$ cat config.mk
export PLATFORM = sky130hd
export DESIGN_NAME = capture_ram
export DESIGN_NICKNAME = d
export VERILOG_FILES = /design/src/rtl/capture_ram.sv
export SDC_FILE = /design/constraint.sdc
export NUM_CORES = 2
export LEC_CHECK = 0
export BUFFER_PORTS_ARGS = -buffer_cell sky130_fd_sc_hd__buf_4
export CELL_PAD_IN_SITES_DETAIL_PLACEMENT = 0
export CELL_PAD_IN_SITES_GLOBAL_PLACEMENT = 2
export CORE_MARGIN = 1.5
export CORE_UTILIZATION = 30
export DETAILED_ROUTE_END_ITERATION = 12
export PLACE_DENSITY_LB_ADDON = 0.1
export SETUP_SLACK_MARGIN = 0.3
export SLEW_MARGIN = 15
export SYNTH_ARGS = -nofsm -noshare
export SYNTH_HDL_FRONTEND = slang
export SYNTH_SLANG_ARGS = --single-unit
$ cat constraint.sdc
create_clock -name clk -period 3.29 [get_ports clk]
set_clock_uncertainty 0.15 [all_clocks]
set_input_delay 0.4935 -clock clk [delete_from_list [all_inputs] [get_ports clk]]
set_output_delay 0.4935 -clock clk [all_outputs]
set_load 0.05 [all_outputs]
$ cat src/rtl/capture_ram.sv
// Response-capture RAM: auto-incrementing write pointer, fill count, sticky overflow, registered read port.
// Optional build macro CAPTURE_SKIP_ZERO_EN drops all-zero response words (an idle bus reads as 0).
module capture_ram #(
    parameter int DATA_W = 8,
    parameter int ADDR_W = 8,
    parameter bit WRAP   = 1'b0
) (
    input  logic              clk,
    input  logic              rst,
    input  logic              clr,
    input  logic              wr,
    input  logic [DATA_W-1:0] data_in,
    input  logic [ADDR_W-1:0] rd_addr,
    output logic [DATA_W-1:0] data_out,
    output logic [ADDR_W-1:0] wr_addr,
    output logic [ADDR_W:0]   count,
    output logic              full,
    output logic              overflow
);
    localparam int DEPTH = 1 << ADDR_W;
    localparam logic [ADDR_W:0] DEPTH_C = (ADDR_W+1)'(DEPTH);

    logic [DATA_W-1:0] mem [DEPTH];
    logic              filtered;
    logic              wr_req;
    logic              accept;

`ifdef CAPTURE_SKIP_ZERO_EN
    assign filtered = (data_in == '0);
`else
    assign filtered = 1'b0;
`endif

    assign full   = (count == DEPTH_C);
    assign wr_req = wr && !clr && !filtered;
    // In wrap mode a full RAM keeps accepting and overwrites the oldest word.
    assign accept = wr_req && (!full || WRAP);

    // Memory is deliberately not reset; contents survive rst and clr.
    always_ff @(posedge clk) begin
        if (accept && !rst)
            mem[wr_addr] <= data_in;
    end

    always_ff @(posedge clk or posedge rst) begin
        if (rst)
            data_out <= '0;
        else
            data_out <= mem[rd_addr];   // read-first against a same-edge write
    end

    always_ff @(posedge clk or posedge rst) begin
        if (rst) begin
            wr_addr  <= '0;
            count    <= '0;
            overflow <= 1'b0;
        end else if (clr) begin
            wr_addr  <= '0;
            count    <= '0;
            overflow <= 1'b0;
        end else begin
            if (wr_req && full)
                overflow <= 1'b1;
            if (accept) begin
                wr_addr <= wr_addr + 1'b1;
                if (!full)
                    count <= count + 1'b1;
            end
        end
    end
endmodule
### Word-level counts from Yosys, hierarchy flattened

Memory sizes are Yosys's and may differ from the RTL's. A register that Yosys moved wholly into a read port is not among the register bits.
Cells that the tools add are included.

| word-level totals | value |
|---|---|
| output and inout bits | 27 |
| logic and storage cells | 27 |
| register bits | 18 |
| bits in writable memories | 2048 |
| memories kept | 1 |

Memory list:

| memory | depth | bits a word | read ports | clocked after memory_dff | write ports | line | text |
|---|---|---|---|---|---|---|---|
| mem | 256 | 8 | 1 | 1 | 1 | 23 | `logic [DATA_W-1:0] mem [DEPTH];` |

| operators by class | value |
|---|---|
| add/sub/neg operators | 2 |
| reductions and logical operators | 10 |
| mux-type cells | 9 |
| eq/ne operators | 2 |

Operators with widths:

| operator | count |
|---|---|
| two-way mux 9 bit | 3 |
| two-way mux 8 bit | 2 |
| adder 9 x 1 -> 9 bit, second input constant | 1 |
| equality test 9 bit, second input constant | 1 |
| adder 8 x 1 -> 8 bit, second input constant | 1 |
| logical AND 1 bit | 4 |
| two-way mux 1 bit | 4 |
| nonzero test 2 bit | 2 |
| logical NOT 1 bit | 3 |
| inequality test 2 bit, second input constant | 1 |
| AND reduction 2 bit | 1 |

### Longest topological paths before layout

| depth | value |
|---|---|
| depth in word-level cells | 6 |
| depth in mapped cells | 12 |

### Worst setup path before layout

Ideal clock, no wire load.

| path | value |
|---|---|
| kind | reg-to-reg |
| start point | register count[0] |
| end point | memory mem[104][0] (enable) |
| path buffers | 2 |
| data arrival time | 2.802 ns |
| clock period less this slack | 3.322 ns |
| path slack | -0.032 ns |
| stages on the path, launching flop included | 10 |
| path through | dfrtp_1 -> inv_1 -> ha_1 -> and4_1 -> nand2b_1 -> nor2_1 -> buf_2 -> nand4_1 -> buf_2 -> nor2_1 |

| on the way | value |
|---|---|
| longest elaborated chain between the ends | 6 |

Ends and longest elaborated chain:

| item | line | text |
|---|---|---|
| start, declared | 16 | `output logic [ADDR_W:0] count,` |
| start signal, assigned | 67 | `count <= count + 1'b1;` |
| equality test 9 bit | 34 | `assign full = (count == DEPTH_C);` |
| net full | 17 | `output logic full,` |
| logical NOT 1 bit | -- |  |
| logical AND 1 bit | 37 | `assign accept = wr_req && (!full \|\| WRAP);` |
| logical AND 1 bit | 41 | `if (accept && !rst)` |
| two-way mux 1 bit | 41 |  |
| two-way mux 1 bit (implied by the code) | 42 | `mem[wr_addr] <= data_in;` |
| end, declared | 23 |  |

The timed path passes the listed nets, and every way through them passes these cells.

### Final worst setup path

| path | value |
|---|---|
| start point | register count[2] |
| end point | memory mem[222][4] (enable) |

| on the way | value |
|---|---|
| longest elaborated chain between the ends | 6 |

Ends and longest elaborated chain:

| item | line |
|---|---|
| equality test 9 bit | 34 |
| logical NOT 1 bit | -- |
| logical AND 1 bit | 37 |
| logical AND 1 bit | 41 |
| two-way mux 1 bit | 41 |
| two-way mux 1 bit (implied by the code) | 42 |

No other way between the ends.

==> results.md <==
* Input/output buffers at 46
* Die height at 523 microns
* Core box area at 0.268 sq mm
* Vias in the first global route at 42833
* CTS Buf Count at 239
* CTS tree: done
* Placer Congestion at 0.777
* Vias per cell at 4.94
* Flop pwr share at 50.3%
* Largest net degree at the start of global routing at 105
* Setup tns final at 0 ps
* Int Pwr at 45.1 mW
* Top cell type's share of synthesized area at 75.8%
* Synthesized area at 0.0812 sq mm
* Mapped Nets at 3903
* First-pass GRT wire length at 354000 microns
* DP Cell Count at 7886
* Clk pwr share at 44.0%
* R2R cell count at 12
* Die area at 0.274 sq mm
* WHS at 102 ps
* Slew Limit Headroom at 28.7%
* P_leak at 31.9 nW
* Clk pin slew, worst setup/hold paths at 60 ps
* Ys async rst share at 1.25%
* Routed Antenna Nets at 0
* Leading post-synthesis cells by cell area: edfxtp_1 (76%), mux4_2 (10%), mux4_1 (2.3%)
* Comb pwr share at 5.8%
* 1st-pass router iterations at 5
* Worst skew pair latency at 860 ps
* Boundary Pins at 47
* Max Root-Sink Buffers at 4
* Status: finished clean
* Sequential area share after synthesis at 76.6%
* Post-synth top area cell: edfxtp_1
* Cell Rows at 190
* Grt ovf at 0
* Final cell count without fillers at 8333
* Most common cell after layout, fill and taps aside: edfxtp_1
* Most frequent cells in the layout: edfxtp_1 (2048), buf_4 (554), mux4_2 (360), clkbuf_16 (240), mux2i_1 (169)
* GRT Overall Usage at 18.6%
* R2r startpoint: count[2]
* #FFs+latches synth at 2074
* Worst R2R End: mem[222][4]
* CTS Root Cell: clkbuf_16
* # DRC at 0
* Starting Density at 30.2%
* Yosys Warn Count at 0
* Pwr Density at 584 mW/mm^2
* Max VDD drop at 489 uV
* Crit. Startpoint: count[2]
* Synthesized netlist cell count at 3877
* Nets at 4615
* Critical Path Start Type: flop
* Vias at 41187
* Final WL at 255000 microns
* CP endpoint: mem[222][4]
* Iteration-0 DRC Markers at 3634
* Minimum clock period at 2920 ps
* Fin. max-slew vios at 0
* Post-DR wirelength/cell at 30.6 microns
* Crit Path Class: reg2reg
* Hpwl dp at 171000 microns
* Fin. Hold Viols at 0
* Switching power share of the total at 22.1%
* Mean Syn Cell Area at 20.9 sq um
* Slack of the worst reg-to-reg path at 370 ps
* Yosys cell types at 69
* Final setup fails at 0
* H-tree levels at 4
* Initial antenna violation count at 16
* Post-Route Utilization at 36.9%
* Synth-to-Final Area Change at 22.2%
* CP Capture Type: flop
* Total Power at 57.9 mW
* CP Max Fanout at 9
* Total clock sinks at 2074
* HP Class: in2reg
* Synth Flop Type: edfxtp_1
* RSZ-0062 raised after global routing: no
* Die Wd at 523 microns
* EDFF count, synth at 2048
* Crit path DAT at 3420 ps
* Worst-Margin Slew at 1060 ps
* Maxcap violations at 0
* Final worst path period share at 88.7%
* Layout cells sized above 1 at 33.7%
* NetSw at 12.8 mW
* Required time of the critical path at 3790 ps
* Achievable frequency at 0.343 GHz
==> synth_stat cells, drive strengths merged, types with 10 or more instances <==
master and number:
a211oi 12, a21oi 82, a221oi 15, a22o 14
a22oi 126, a31oi 12, and2 15, buf 134
clkbuf 101, dfrtp 26, edfxtp 2048, inv 10
mux2i 169, mux4 432, nand2 51, nand3 36
nand4 15, nor2 306, nor2b 17, nor3 26
nor4 25, o21ai 27, o221ai 58, o22ai 26
==> registers in the layout, indices dropped and copies added (netlist names) <==
name	count
data_out	8
wr_addr	8
mem	2048
overflow	1
count	9
==> power by group through the flow <==
stage,Sequential [mW],Clock (mW),Combinational [mW]
after floorplan,29.7,0,1.39
after global placement,29.7,0,3.41
after detailed placement,29.7,0,3.42
after CTS,29.1,26.2,3.44
after global routing,29.1,27.1,3.56
final,29.1,25.5,3.34
==> cell type report <==
type,count,area [sq um]
timing repair buffer,710,7070
clock buffer,300,6350
antenna,4,10.0
multi-input combinational,1554,18000
clock inverter,129,1040
tap,3552,4440
inverter,10,38.8
sequential,2074,62200
fill,24655,169000
==> how the worst min path moves through the flow <==
| stage | to | start | depth (start not counted) |
|---|---|---|---|
| 3_3_place_gp | overflow | overflow | 2 |
| 2_1_floorplan | count[7] | rst | 1 |
| 5_1_grt | mem[255][2] | data_in[2] | 1 |
| 3_5_place_dp | overflow | overflow | 2 |
| 6_report | mem[18][2] | data_in[2] | 1 |
| 4_1_cts | mem[255][2] | data_in[2] | 1 |
==> stage by stage <==
stage / cell area (sq um) / setup slack [ps]
final: 99100 / 372
after global routing: 99100 / 300
after floorplan: 81400 / 254
after detailed placement: 91100 / -778
after CTS: 99000 / 201
after global placement: 91100 / -1650
==> repair_timing <==
action,CTS,global route
buffers inserted,2,1
resized for setup,127,34
hold buffers,11,0
pin swaps,1,1
hold endpoints to repair,268,0
endpoints found under the setup margin,1461,370
==> kinds of logic (layout without fill, tap and decap cells) <==
group | count (synthesis) | after routing | share of synthesized area, %
DFF | 2074 | 2074 | 76.6
muxes | 604 | 604 | 14.4
and+or+nand+nor | 522 | 522 | 2.89
AOI/OAI and AO/OA | 408 | 408 | 3.58
buffers and inverters | 249 | 1149 | 2.25
xor gates and xnor gates | 14 | 14 | 0.151
adders and majority gates | 6 | 6 | 0.0925
other | 0 | 4 | 0
==> routing by layer <==
layer / GRT usage, % / wire length (microns)
met1: 26.3 / 116000
met2: 30.7 / 124000
met3: 2.55 / 10400
met4: 3.38 / 4310
met5: 0 / 0
==> worst max-delay path, cell delays in order (launching register included) <==
cell and delay (ps):
dfrtp_2 430, nor4_4 310, and4_4 270, nand2b_4 160
nor2_4 40, buf_6 130, buf_12 130, nand4_1 200
buf_12 180, buf_12 220, buf_4 200, nor2_4 50
buf_12 170
Power figures use the tool's default switching activity.
